==> src/rtl/mem_sp_arbiter_pkg.sv <==
// rtl/mem_sp_arbiter_pkg.sv - shared widths and types for the single-port RAM arbiter
package mem_sp_arbiter_pkg;
  localparam int WIDTH_DATA  = 32;
  localparam int CNT_CHANNLS = 4;

  typedef enum logic {ARB, LOCK} arb_st_t;

  typedef struct packed {
    logic       v;
    logic [1:0] id;
  } rd_tag_t;
endpackage

==> src/rtl/mem_sp_arbiter_if.sv <==
// rtl/mem_sp_arbiter_if.sv - requester-side request/response bundle for mem_sp_arbiter
interface mem_sp_arbiter_if #(
  parameter int T_MSZ = 12,
  parameter int N_REQ = 2
) ();
  import mem_sp_arbiter_pkg::*;

  logic [N_REQ-1:0]             req_valid;
  logic [N_REQ-1:0]             req_lock;
  logic [N_REQ-1:0]             req_we;
  logic [N_REQ*T_MSZ-1:0]       req_addr;
  logic [N_REQ*WIDTH_DATA-1:0]  req_wdata;
  logic [N_REQ*CNT_CHANNLS-1:0] req_be;
  logic [N_REQ-1:0]             req_ready;
  logic [N_REQ-1:0]             rsp_valid;
  logic [WIDTH_DATA-1:0]        rsp_data;

  modport master (
    output req_valid, req_lock, req_we, req_addr, req_wdata, req_be,
    input  req_ready, rsp_valid, rsp_data
  );

  modport slave (
    input  req_valid, req_lock, req_we, req_addr, req_wdata, req_be,
    output req_ready, rsp_valid, rsp_data
  );
endinterface

==> src/rtl/mem_sp_arbiter_rd_pipe.sv <==
// rtl/mem_sp_arbiter_rd_pipe.sv - RD_LAT-deep read tag delay line, aligns tag with RAM Q
module mem_sp_arbiter_rd_pipe
  import mem_sp_arbiter_pkg::*;
#(
  parameter int RD_LAT = 1
) (
  input  logic    clk_i,
  input  logic    rst_i,
  input  rd_tag_t tag_i,
  output rd_tag_t tag_o
);
  rd_tag_t pipe_q [RD_LAT];

  always_ff @(posedge clk_i) begin
    if (rst_i) begin
      for (int k = 0; k < RD_LAT; k++) pipe_q[k] <= '0;
    end else begin
      pipe_q[0] <= tag_i;
      for (int k = 1; k < RD_LAT; k++) pipe_q[k] <= pipe_q[k-1];
    end
  end

  assign tag_o = pipe_q[RD_LAT-1];
endmodule

==> src/rtl/mem_sp_arbiter.sv <==
// rtl/mem_sp_arbiter.sv - round-robin arbiter sharing one single-port byte-enable RAM
// Optional MEM_ARB_STATS_EN adds per-requester grant and conflict counters.
module mem_sp_arbiter
  import mem_sp_arbiter_pkg::*;
#(
  parameter int T_MSZ  = 12,
  parameter int N_REQ  = 2,
  parameter int RD_LAT = 1
) (
  input  logic                   CLK,
  input  logic                   RST,
  mem_sp_arbiter_if.slave        bus,
  output logic [T_MSZ-1:0]       mem_a,
  output logic [WIDTH_DATA-1:0]  mem_d,
  output logic                   mem_ce,
  output logic [CNT_CHANNLS-1:0] mem_we,
  input  logic [WIDTH_DATA-1:0]  mem_q
`ifdef MEM_ARB_STATS_EN
  ,
  output logic [N_REQ*16-1:0]    stat_grants,
  output logic [15:0]            stat_conflict
`endif
);
  arb_st_t                st_q;
  logic [1:0]             ptr_q, owner_q, ptr_d, sel;
  logic                   found, acc;
  logic [N_REQ-1:0]       ready;
  logic                   a_we, a_lock;
  logic [T_MSZ-1:0]       a_addr;
  logic [WIDTH_DATA-1:0]  a_wdata;
  logic [CNT_CHANNLS-1:0] a_be;
  logic [T_MSZ-1:0]       mem_a_q;
  logic [WIDTH_DATA-1:0]  mem_d_q;
  logic                   mem_ce_q;
  logic [CNT_CHANNLS-1:0] mem_we_q;
  rd_tag_t                cmd_tag_q, rsp_tag;

  // Rotating priority: first pass covers ptr..N_REQ-1, second pass wraps to 0.
  always_comb begin
    sel   = ptr_q;
    found = 1'b0;
    ready = '0;
    if (st_q == LOCK) begin
      sel = owner_q;
      for (int k = 0; k < N_REQ; k++)
        if (2'(k) == owner_q) ready[k] = bus.req_valid[k];
    end else begin
      for (int k = 0; k < N_REQ; k++)
        if (!found && bus.req_valid[k] && (2'(k) >= ptr_q)) begin
          found = 1'b1;
          sel   = 2'(k);
        end
      for (int k = 0; k < N_REQ; k++)
        if (!found && bus.req_valid[k]) begin
          found = 1'b1;
          sel   = 2'(k);
        end
      for (int k = 0; k < N_REQ; k++)
        if (found && (2'(k) == sel)) ready[k] = 1'b1;
    end
    ptr_d = (sel == 2'(N_REQ-1)) ? 2'd0 : sel + 2'd1;
  end

  always_comb begin
    a_we    = 1'b0;
    a_lock  = 1'b0;
    a_addr  = '0;
    a_wdata = '0;
    a_be    = '0;
    for (int k = 0; k < N_REQ; k++)
      if (ready[k]) begin
        a_we    = bus.req_we[k];
        a_lock  = bus.req_lock[k];
        a_addr  = bus.req_addr[k*T_MSZ +: T_MSZ];
        a_wdata = bus.req_wdata[k*WIDTH_DATA +: WIDTH_DATA];
        a_be    = bus.req_be[k*CNT_CHANNLS +: CNT_CHANNLS];
      end
    acc = |ready;
  end

  always_ff @(posedge CLK) begin
    if (RST) begin
      st_q      <= ARB;
      ptr_q     <= '0;
      owner_q   <= '0;
      mem_a_q   <= '0;
      mem_d_q   <= '0;
      mem_ce_q  <= 1'b0;
      mem_we_q  <= '0;
      cmd_tag_q <= '0;
    end else begin
      mem_ce_q  <= 1'b0;
      mem_we_q  <= '0;
      cmd_tag_q <= '0;
      if (acc) begin
        if (!a_we) begin
          mem_a_q      <= a_addr;
          mem_ce_q     <= 1'b1;
          cmd_tag_q.v  <= 1'b1;
          cmd_tag_q.id <= sel;
        end else if (|a_be) begin
          mem_a_q  <= a_addr;
          mem_d_q  <= a_wdata;
          mem_ce_q <= 1'b1;
          mem_we_q <= a_be;
        end
        if (st_q == ARB) begin
          ptr_q <= ptr_d;
          if (a_lock) begin
            st_q    <= LOCK;
            owner_q <= sel;
          end
        end else if (!a_lock) begin
          st_q <= ARB;
        end
      end
    end
  end

  mem_sp_arbiter_rd_pipe #(.RD_LAT(RD_LAT)) u_rd_pipe (
    .clk_i (CLK),
    .rst_i (RST),
    .tag_i (cmd_tag_q),
    .tag_o (rsp_tag)
  );

  assign mem_a         = mem_a_q;
  assign mem_d         = mem_d_q;
  assign mem_ce        = mem_ce_q;
  assign mem_we        = mem_we_q;
  assign bus.req_ready = ready;

  always_comb begin
    bus.rsp_valid = '0;
    for (int k = 0; k < N_REQ; k++)
      if (rsp_tag.v && (rsp_tag.id == 2'(k))) bus.rsp_valid[k] = 1'b1;
    bus.rsp_data = rsp_tag.v ? mem_q : '0;
  end

`ifdef MEM_ARB_STATS_EN
  logic [15:0] grants_q [N_REQ];
  logic [15:0] conflict_q;

  always_ff @(posedge CLK) begin
    if (RST) begin
      conflict_q <= '0;
      for (int k = 0; k < N_REQ; k++) grants_q[k] <= '0;
    end else begin
      if (($countones(bus.req_valid) > 1) && (conflict_q != 16'hFFFF))
        conflict_q <= conflict_q + 16'd1;
      for (int k = 0; k < N_REQ; k++)
        if (ready[k] && (grants_q[k] != 16'hFFFF)) grants_q[k] <= grants_q[k] + 16'd1;
    end
  end

  for (genvar g = 0; g < N_REQ; g++) begin : g_stat
    assign stat_grants[g*16 +: 16] = grants_q[g];
  end
  assign stat_conflict = conflict_q;
`endif
endmodule

==> src/flat_wrapper.sv <==
// flat-port wrapper written by rule: the top's interface ports become plain ports
module mem_sp_arbiter_flat import mem_sp_arbiter_pkg::*;
#(
  parameter int T_MSZ  = 12,
  parameter int N_REQ  = 2,
  parameter int RD_LAT = 1
)
  (CLK, RST, mem_a, mem_d, mem_ce, mem_we, mem_q, bus_req_valid, bus_req_lock, bus_req_we, bus_req_addr, bus_req_wdata, bus_req_be, bus_req_ready, bus_rsp_valid, bus_rsp_data);
  mem_sp_arbiter_if #(.T_MSZ(T_MSZ), .N_REQ(N_REQ)) bus_i ();
  input  logic CLK;
  input  logic RST;
  output logic [T_MSZ-1:0] mem_a;
  output logic [WIDTH_DATA-1:0] mem_d;
  output logic mem_ce;
  output logic [CNT_CHANNLS-1:0] mem_we;
  input  logic [WIDTH_DATA-1:0] mem_q;
  input wire logic [$bits(bus_i.req_valid)-1:0] bus_req_valid;
  input wire logic [$bits(bus_i.req_lock)-1:0] bus_req_lock;
  input wire logic [$bits(bus_i.req_we)-1:0] bus_req_we;
  input wire logic [$bits(bus_i.req_addr)-1:0] bus_req_addr;
  input wire logic [$bits(bus_i.req_wdata)-1:0] bus_req_wdata;
  input wire logic [$bits(bus_i.req_be)-1:0] bus_req_be;
  output wire logic [$bits(bus_i.req_ready)-1:0] bus_req_ready;
  output wire logic [$bits(bus_i.rsp_valid)-1:0] bus_rsp_valid;
  output wire logic [$bits(bus_i.rsp_data)-1:0] bus_rsp_data;
  assign bus_i.req_valid = bus_req_valid;
  assign bus_i.req_lock = bus_req_lock;
  assign bus_i.req_we = bus_req_we;
  assign bus_i.req_addr = bus_req_addr;
  assign bus_i.req_wdata = bus_req_wdata;
  assign bus_i.req_be = bus_req_be;
  assign bus_req_ready = bus_i.req_ready;
  assign bus_rsp_valid = bus_i.rsp_valid;
  assign bus_rsp_data = bus_i.rsp_data;
  mem_sp_arbiter #(.T_MSZ(T_MSZ), .N_REQ(N_REQ), .RD_LAT(RD_LAT)) u_core (.CLK(CLK), .RST(RST), .bus(bus_i), .mem_a(mem_a), .mem_d(mem_d), .mem_ce(mem_ce), .mem_we(mem_we), .mem_q(mem_q));
endmodule
==> config.mk <==
export PLATFORM = sky130hd
export DESIGN_NAME = mem_sp_arbiter_flat
export DESIGN_NICKNAME = d
export VERILOG_FILES = /design/src/rtl/mem_sp_arbiter_pkg.sv /design/src/rtl/mem_sp_arbiter_if.sv /design/src/rtl/mem_sp_arbiter_rd_pipe.sv /design/src/rtl/mem_sp_arbiter.sv /design/src/flat_wrapper.sv
export SDC_FILE = /design/constraint.sdc
export NUM_CORES = 1
export LEC_CHECK = 0
export CAP_MARGIN = 0
export CORE_MARGIN = 1.5
export CORE_UTILIZATION = 37
export DETAILED_ROUTE_END_ITERATION = 12
export PLACE_DENSITY_LB_ADDON = 0.08
export SYNTH_ARGS = -nofsm -noshare
export SYNTH_HDL_FRONTEND = slang
export SYNTH_SLANG_ARGS = --single-unit
==> constraint.sdc <==
create_clock -name CLK -period 2.8 [get_ports CLK]
set_clock_uncertainty 0.2 [all_clocks]
set_input_delay 0.42 -clock CLK [delete_from_list [all_inputs] [get_ports CLK]]
set_output_delay 0.42 -clock CLK [all_outputs]
set_load 0.02 [all_outputs]
==> flow_summary.toml, run 1 <==
[outcome]
outcome = "complete, no violations"

[sta]
rsz0062_at_grt = "false"
worstMarginPinSlew_ns = 0.661
final_max_slew_viol_count = 0
final-setup-viol-count = 0
period_share_pct = 93.6
relSlewSlack_pct = 55.9
fin_crit_ns = 2.62
max_freq_mhz = 381
hold_violations = 0

[synth]
netlist_area_sq_um = 3530
synthAdderAreaFrac_pct = 0
synth_compound_area_share_pct = 17.9
synthSimpleGateAreaFrac_pct = 23.8
async_reset_ff_share_pct = 0
yosys_warnings = 0
synthTopCellsByArea = "dfxtp_1 34%, mux2_4 17%, nor2b_1 8.3%"
synthMuxAreaShare_pct = 18.5
netlist.area_leader.share_pct = 34.1
syn_inst = 403
synth-xor-area-share_pct = 0
synth_top_family_by_area = "simple AND/OR/NAND/NOR gates"
ys_ff_latch = 60
synth-main-ff-cell = "dfxtp_1"
synth_area_leader_cell = "dfxtp_1"
synth.distinct_cells = 38
synthesis.nets = 539
synth_edf_count = 0
yosysSeqAreaShare_pct = 34.1
avgSynthCellArea_sq_um = 8.75

[floorplan]
die_height_um = 101
io_pins = 221
rows = 35
die_w_um = 101
core_area_sq_um = 9240
initial_core_util_pct = 38.2
die-area_sq_um = 10100

[power_and_ir_drop]
powerDensity_nw_per_um2 = 462
pwr-share-clk_pct = 33.8
seqPwrFrac_pct = 33.5
p_leak_nw = 2.43
internal_power_mw = 2.08
ir_drop_v = 0.000353
swShare_pct = 26.9
combPwrFrac_pct = 32.7
p_sw_mw = 0.765

[clocking]
root_buffer = "clkbuf_8"
cts_tree = "done"
clock_path_buffers = 2
clk_pin_slew_ns = 0.06
numCtsBuffers = 9
clock-sinks = 60
hold_buffers = 0
clkLatencyLatePin_ns = 0.33
cts_setup_buffers = 0
htree_levels = 3

[final_layout]
antenna_cells = 0
final_common_cell = "clkdlybuf4s50_1"
final_nets = 755
final_layout_size_suffix_gt1_share_pct = 14.3
postLayoutCellArea_sq_um = 6160
stdcell_count = 753
areaGrowthSynthToFinish_pct = 74.7
final_cell_mix = "218 x clkdlybuf4s50_1, 60 x dfxtp_1, 48 x nand2_1"

[route]
drtPass1Iterations = 4
drc_errors = 0
wire_per_inst_um = 15.5
vias = 3636
ant_nets = 0
drt-total-wl_um = 11700
viasPerCell = 4.83
drt-initial-drc-count = 103

[placement]
dpl.hpwl_um = 9010
placedInstanceArea_sq_um = 5910
place.gp.congestion = 0.814
port_buffers = 220
dpl.cell_count = 737

[worst_setup_path]
crit_path_end_kind = "primary output"
cp.required_ns = 2.18
crit_type = "primary input to primary output"
cp_max_fo = 5
critPathLaunchType = "primary input"
arrival_ns = 2.00

[grt]
grt_usage_pct = 23.1
grt_first_pass_wirelength_um = 18300
antenna_found_initial = 0
grt_max_degree = 67
grt_pass1_vias = 3743
gr-total-overflow = 0

[job]
maxCapViolCount = 0

[hold_path]
worstHoldPathType = "flip-flop to flip-flop"
[cell usage after synthesis (2+ instances only)]
master / count
mux2_2: 5
and2_1: 32
nor2_1: 9
o21ai_0: 47
buf_12: 3
dfxtp_1: 60
nand2_1: 48
and3b_1: 2
a22oi_1: 4
nor2b_1: 47
mux2_4: 39
buf_6: 2
clkbuf_1: 27
nor4_1: 2
nand3_1: 2
a21oi_1: 46
nor3b_1: 2
nand2b_1: 3
inv_1: 2
inv_2: 2
or2_2: 2
[sequential cells by signal (all words and copies together), names as in the netlist]
name                     cells
u_core.mem_we                4
u_core.mem_ce                1
u_core.mem_d                32
u_core.cmd_tag_q             3
u_core.st_q                  1
u_core.ptr_q                 2
u_core.mem_a                12
u_core.owner_q               2
u_core.u_rd_pipe.pipe_q      3
[cell type report]
type | count | area (sq um)
clock inverter | 4 | 95.1
multi-input combinational | 307 | 2150
sequential | 60 | 1200
clock buffer | 12 | 155
timing repair buffer | 237 | 2390
tap | 129 | 161
inverter | 4 | 15.0
fill | 784 | 3080
[routing by layer]
| metal | share of wire, % | up-vias | GRT usage (%) |
|---|---|---|---|
| met5 | 0 | - | 0 |
| met3 | 7.4 | 28 | 5.96 |
| met2 | 49 | 150 | 42.3 |
| met1 | 40 | 1654 | 24.7 |
| li1 | - | 1804 | - |
| met4 | 3.3 | 0 | 10.6 |
[logic make-up (layout without fill, tap and decap cells)]
kind of cell	count (synthesis)	in the layout
buffers and inverters	36	257
flip-flops	60	60
other	1	1
AND/OR/NAND/NOR	153	153
multiplexers	45	45
AO/OA/AOI/OAI	108	108
[power by group through the flow]
stage	combinational, mW	sequential, mW	clock, mW
finish	0.932	0.953	0.962
CTS	0.941	0.953	0.979
floorplan	0.423	1.03	0
detailed placement	0.938	0.970	0
global placement	0.923	0.968	0
global route	1.00	0.961	1.02
[per-stage QoR]
step | power (mW) | setup slack [ns] | TNS [ns] | utilization [%] | hold slack, ns
2_1_floorplan | 1.45 | 0.523 | 0 | - | 0.214
3_3_place_gp | 1.89 | -0.000206 | -0.000206 | 64.0 | 0.221
3_5_place_dp | 1.91 | -0.115 | -2.63 | 64.0 | 0.238
4_1_cts | 2.87 | 0.00360 | 0 | 66.7 | 0.250
5_1_grt | 2.98 | 0.142 | 0 | 66.7 | 0.272
6_report | 2.85 | 0.178 | 0 | 66.7 | 0.246
[path summary, 6_finish.rpt]
path	start	end	slack, ns	cells after the start
worst min-delay path	u_core.cmd_tag_q[2]	u_core.u_rd_pipe.pipe_q[0][2]	0.25	1
worst min register to register	u_core.cmd_tag_q[2]	u_core.u_rd_pipe.pipe_q[0][2]	0.25	1
worst max-delay path	bus_req_valid[1]	bus_req_ready[0]	0.18	5
worst max register to register	u_core.owner_q[0]	u_core.mem_d[31]	0.44	7
[critical path, stage by stage]
cell and delay [ns]:
clkdlybuf4s50_1 0.55, nand3b_1 0.16, a31oi_4 0.23, inv_2 0.09, clkdlybuf4s50_1 0.55
[timing repair]
| action | CTS | global route |
|---|---|---|
| resized for setup | 0 | 1 |
| setup endpoints to repair | 0 | 1 |
| hold endpoints to repair | 0 | 0 |
Note: power is estimated with default switching activity, not from simulation.
==> inputs of run 2 (changes only) <==
- CORE_UTILIZATION: 37 -> 38
- CTS_BUF_LIST: not set -> sky130_fd_sc_hd__clkbuf_4 sky130_fd_sc_hd__clkbuf_8 sky130_fd_sc_hd__clkbuf_16
- SYNTH_HIERARCHICAL: not set -> 1
==> run 2 against run 1 <==
Against the previous run:
- critical path depth did not move
- register-to-register slack improved by 0.03 ns
- combinational power rose by 2%
- largest cell class unchanged
- cell area fell by 0.67%
- power fell by 9.4%
- via count rose by 11%
==> flow_summary.toml, run 2 <==
[outcome]
outcome = "complete, no violations"

[power_and_ir_drop]
powerDensity_nw_per_um2 = 422
ir_drop_v = 0.000253
p_leak_nw = 2.38

[floorplan]
die-area_sq_um = 10100
die_w_um = 101
rows = 35
io_pins = 221
core_area_sq_um = 9240
die_height_um = 101
initial_core_util_pct = 39.2

[synth]
synth.distinct_cells = 46
syn_inst = 448
yosysSeqAreaShare_pct = 33.2
synthesis.nets = 584
synth-main-ff-cell = "dfxtp_1"
netlist.area_leader.share_pct = 33.2
ys_ff_latch = 60
netlist_area_sq_um = 3620
synth_area_leader_cell = "dfxtp_1"
synth_common_cells = "60 x dfxtp_1, 49 x nand2_1, 47 x nor2b_1, 35 x clkbuf_1, 35 x o21ai_0"
yosys_warnings = 6
avgSynthCellArea_sq_um = 8.09
synth_edf_count = 0
async_reset_ff_share_pct = 0
synthTopCellsByArea = "dfxtp_1 33%, mux2_1 9.3%, nor2b_1 8.1%"
synth_most_common_cell = "dfxtp_1"

[hold_path]
min_from = "u_core/cmd_tag_q[2]"
worstHoldPathType = "flip-flop to flip-flop"
hold_depth = 1
hold_end = "u_core/u_rd_pipe/pipe_q[0][2]"

[placement]
place.gp.congestion = 0.851
dpl.hpwl_um = 9220
placedInstanceArea_sq_um = 5950
port_buffers = 220

[job]
maxCapViolCount = 0

[route]
met2_length_um = 6000
vias = 4044
dr_wl_met3_um = 987
drt-total-wl_um = 12300
top_layer = "met4"
drc_errors = 0
wl_met1_um = 4990
drt-initial-drc-count = 236
viasPerCell = 5.15
wire_per_inst_um = 15.7
ant_nets = 0
drtPass1Iterations = 5

[worst_setup_path]
crit_path_end_kind = "primary output"
worstRegToRegCells = 6
crit_type = "primary input to primary output"
arrival_ns = 2.13
cp_max_fo = 6
crit_path_max_incr_delay_ns = 0.64
crit_chain = "clkdlybuf4s50_1, nand2_1, nor3_4, or2_2, clkdlybuf4s50_1"
rrSetupSlack_ns = 0.47
path_common_cell = "clkdlybuf4s50_1"
cp.required_ns = 2.18
critPathSlowestCell = "clkdlybuf4s50_1"
r2r-end = "u_core/mem_d[31]"
rr_startpoint = "u_core/owner_q[1]"
critPathLaunchType = "primary input"

[clocking]
clock-sinks = 60
cts_resized = 0
clk_pin_slew_ns = 0.07
root_buffer = "clkbuf_8"
htree_levels = 3
cts_tree = "done"
numCtsBuffers = 9
cts_setup_buffers = 0
clkLatencyLatePin_ns = 0.33
clock_path_buffers = 2
hold_buffers = 0

[sta]
period_share_pct = 98.3
final_max_slew_viol_count = 0
rsz0062_at_grt = "false"
worstMarginPinSlew_ns = 0.528
max_freq_mhz = 363
fin_crit_ns = 2.75
hold_violations = 0
finalSetupTns_ns = 0
final-setup-viol-count = 0
relSlewSlack_pct = 64.8

[final_layout]
largest_reg_flops = 32
final_cell_mix = "218 x clkdlybuf4s50_1, 59 x dfxtp_1, 49 x nand2_1"
fin_util_pct = 66.3
postLayoutCellArea_sq_um = 6120
final_layout_size_suffix_gt1_share_pct = 7.31
areaGrowthSynthToFinish_pct = 69.0
antenna_cells = 0
final_common_cell = "clkdlybuf4s50_1"
final_nets = 788
fill_cells = 809

[grt]
grt_max_degree = 54
grt_pass1_vias = 3841
grt_first_pass_wirelength_um = 19400
antenna_found_initial = 0
gr-total-overflow = 0
grt_usage_pct = 24.2
==> run 2: cell count changes after synthesis, sizes merged, moves of 10 or more <==
cell / before / now
inv: 4 / 16
mux2: 44 / 32
a211oi: 2 / 13
o21ai: 47 / 36
nand4: 0 / 12
a221oi: 1 / 12
a311o: 0 / 12
nand3: 2 / 12
a21oi: 47 / 34
==> run 2: metal layers <==
layer,up-vias,track usage (%)
met5,-,0
met1,1834,29.3
li1,1994,-
met2,195,41.1
met4,0,10.3
met3,21,5.27
==> run 2: power by group <==
group	switching [mW]	internal, mW	total [mW]
clock network	0.332	0.336	0.668
registers	0.0374	0.925	0.963
logic	0.450	0.501	0.951
total	0.819	1.76	2.58
==> run 2: cell families (layout without fill, tap and decap cells) <==
group / Yosys count / after routing / synth area share, %
mux: 32 / 32 / 9.95
simple gates: 170 / 170 / 25.8
buf+inv: 63 / 272 / 8.46
compound gates: 122 / 122 / 22.6
other cells: 1 / 1 / 0.104
flops: 60 / 60 / 33.2
==> run 2: area by class of cell <==
cell class / count / area, sq um / area share, %
clock buffers: 11 / 139 / 2.27
clock inverters: 5 / 28.8 / 0.470
inverters: 16 / 60.1 / 0.981
multi-input cells: 325 / 2140 / 35.0
flip-flops and latches: 60 / 1200 / 19.6
well taps: 129 / 161 / 2.64
repair buffers: 240 / 2390 / 39.0
==> run 2: worst max-delay path by stage <==
stage / depth (start not counted) / start / slack, ns / to
floorplan: 9 / bus_req_valid[0] / 0.35 / u_core/mem_d[26]
global placement: 5 / bus_req_valid[0] / 0.04 / bus_req_ready[0]
detailed placement: 7 / bus_req_valid[1] / 0.01 / u_core/mem_d[1]
CTS: 5 / bus_req_valid[0] / 0.03 / bus_req_ready[0]
global route: 5 / bus_req_valid[1] / 0.01 / bus_req_ready[1]
finish: 5 / bus_req_valid[1] / 0.05 / bus_req_ready[1]
==> run 2: through the flow <==
stage	cells	power [mW]	worst slack, ns	hold WS [ns]
finish	786	2.58	0.0480	0.231
global route	786	2.73	0.0135	0.262
CTS	786	2.61	0.0322	0.238
detailed placement	770	1.93	0.0119	0.228
global placement	770	1.92	0.0417	0.221
floorplan	448	1.47	0.350	0.214
==> run 2: worst max-delay path: cells and delay by family <==
family	cells	cell delay (ns)
AND/OR/NAND/NOR	3	0.52
buffers and inverters	2	1.19
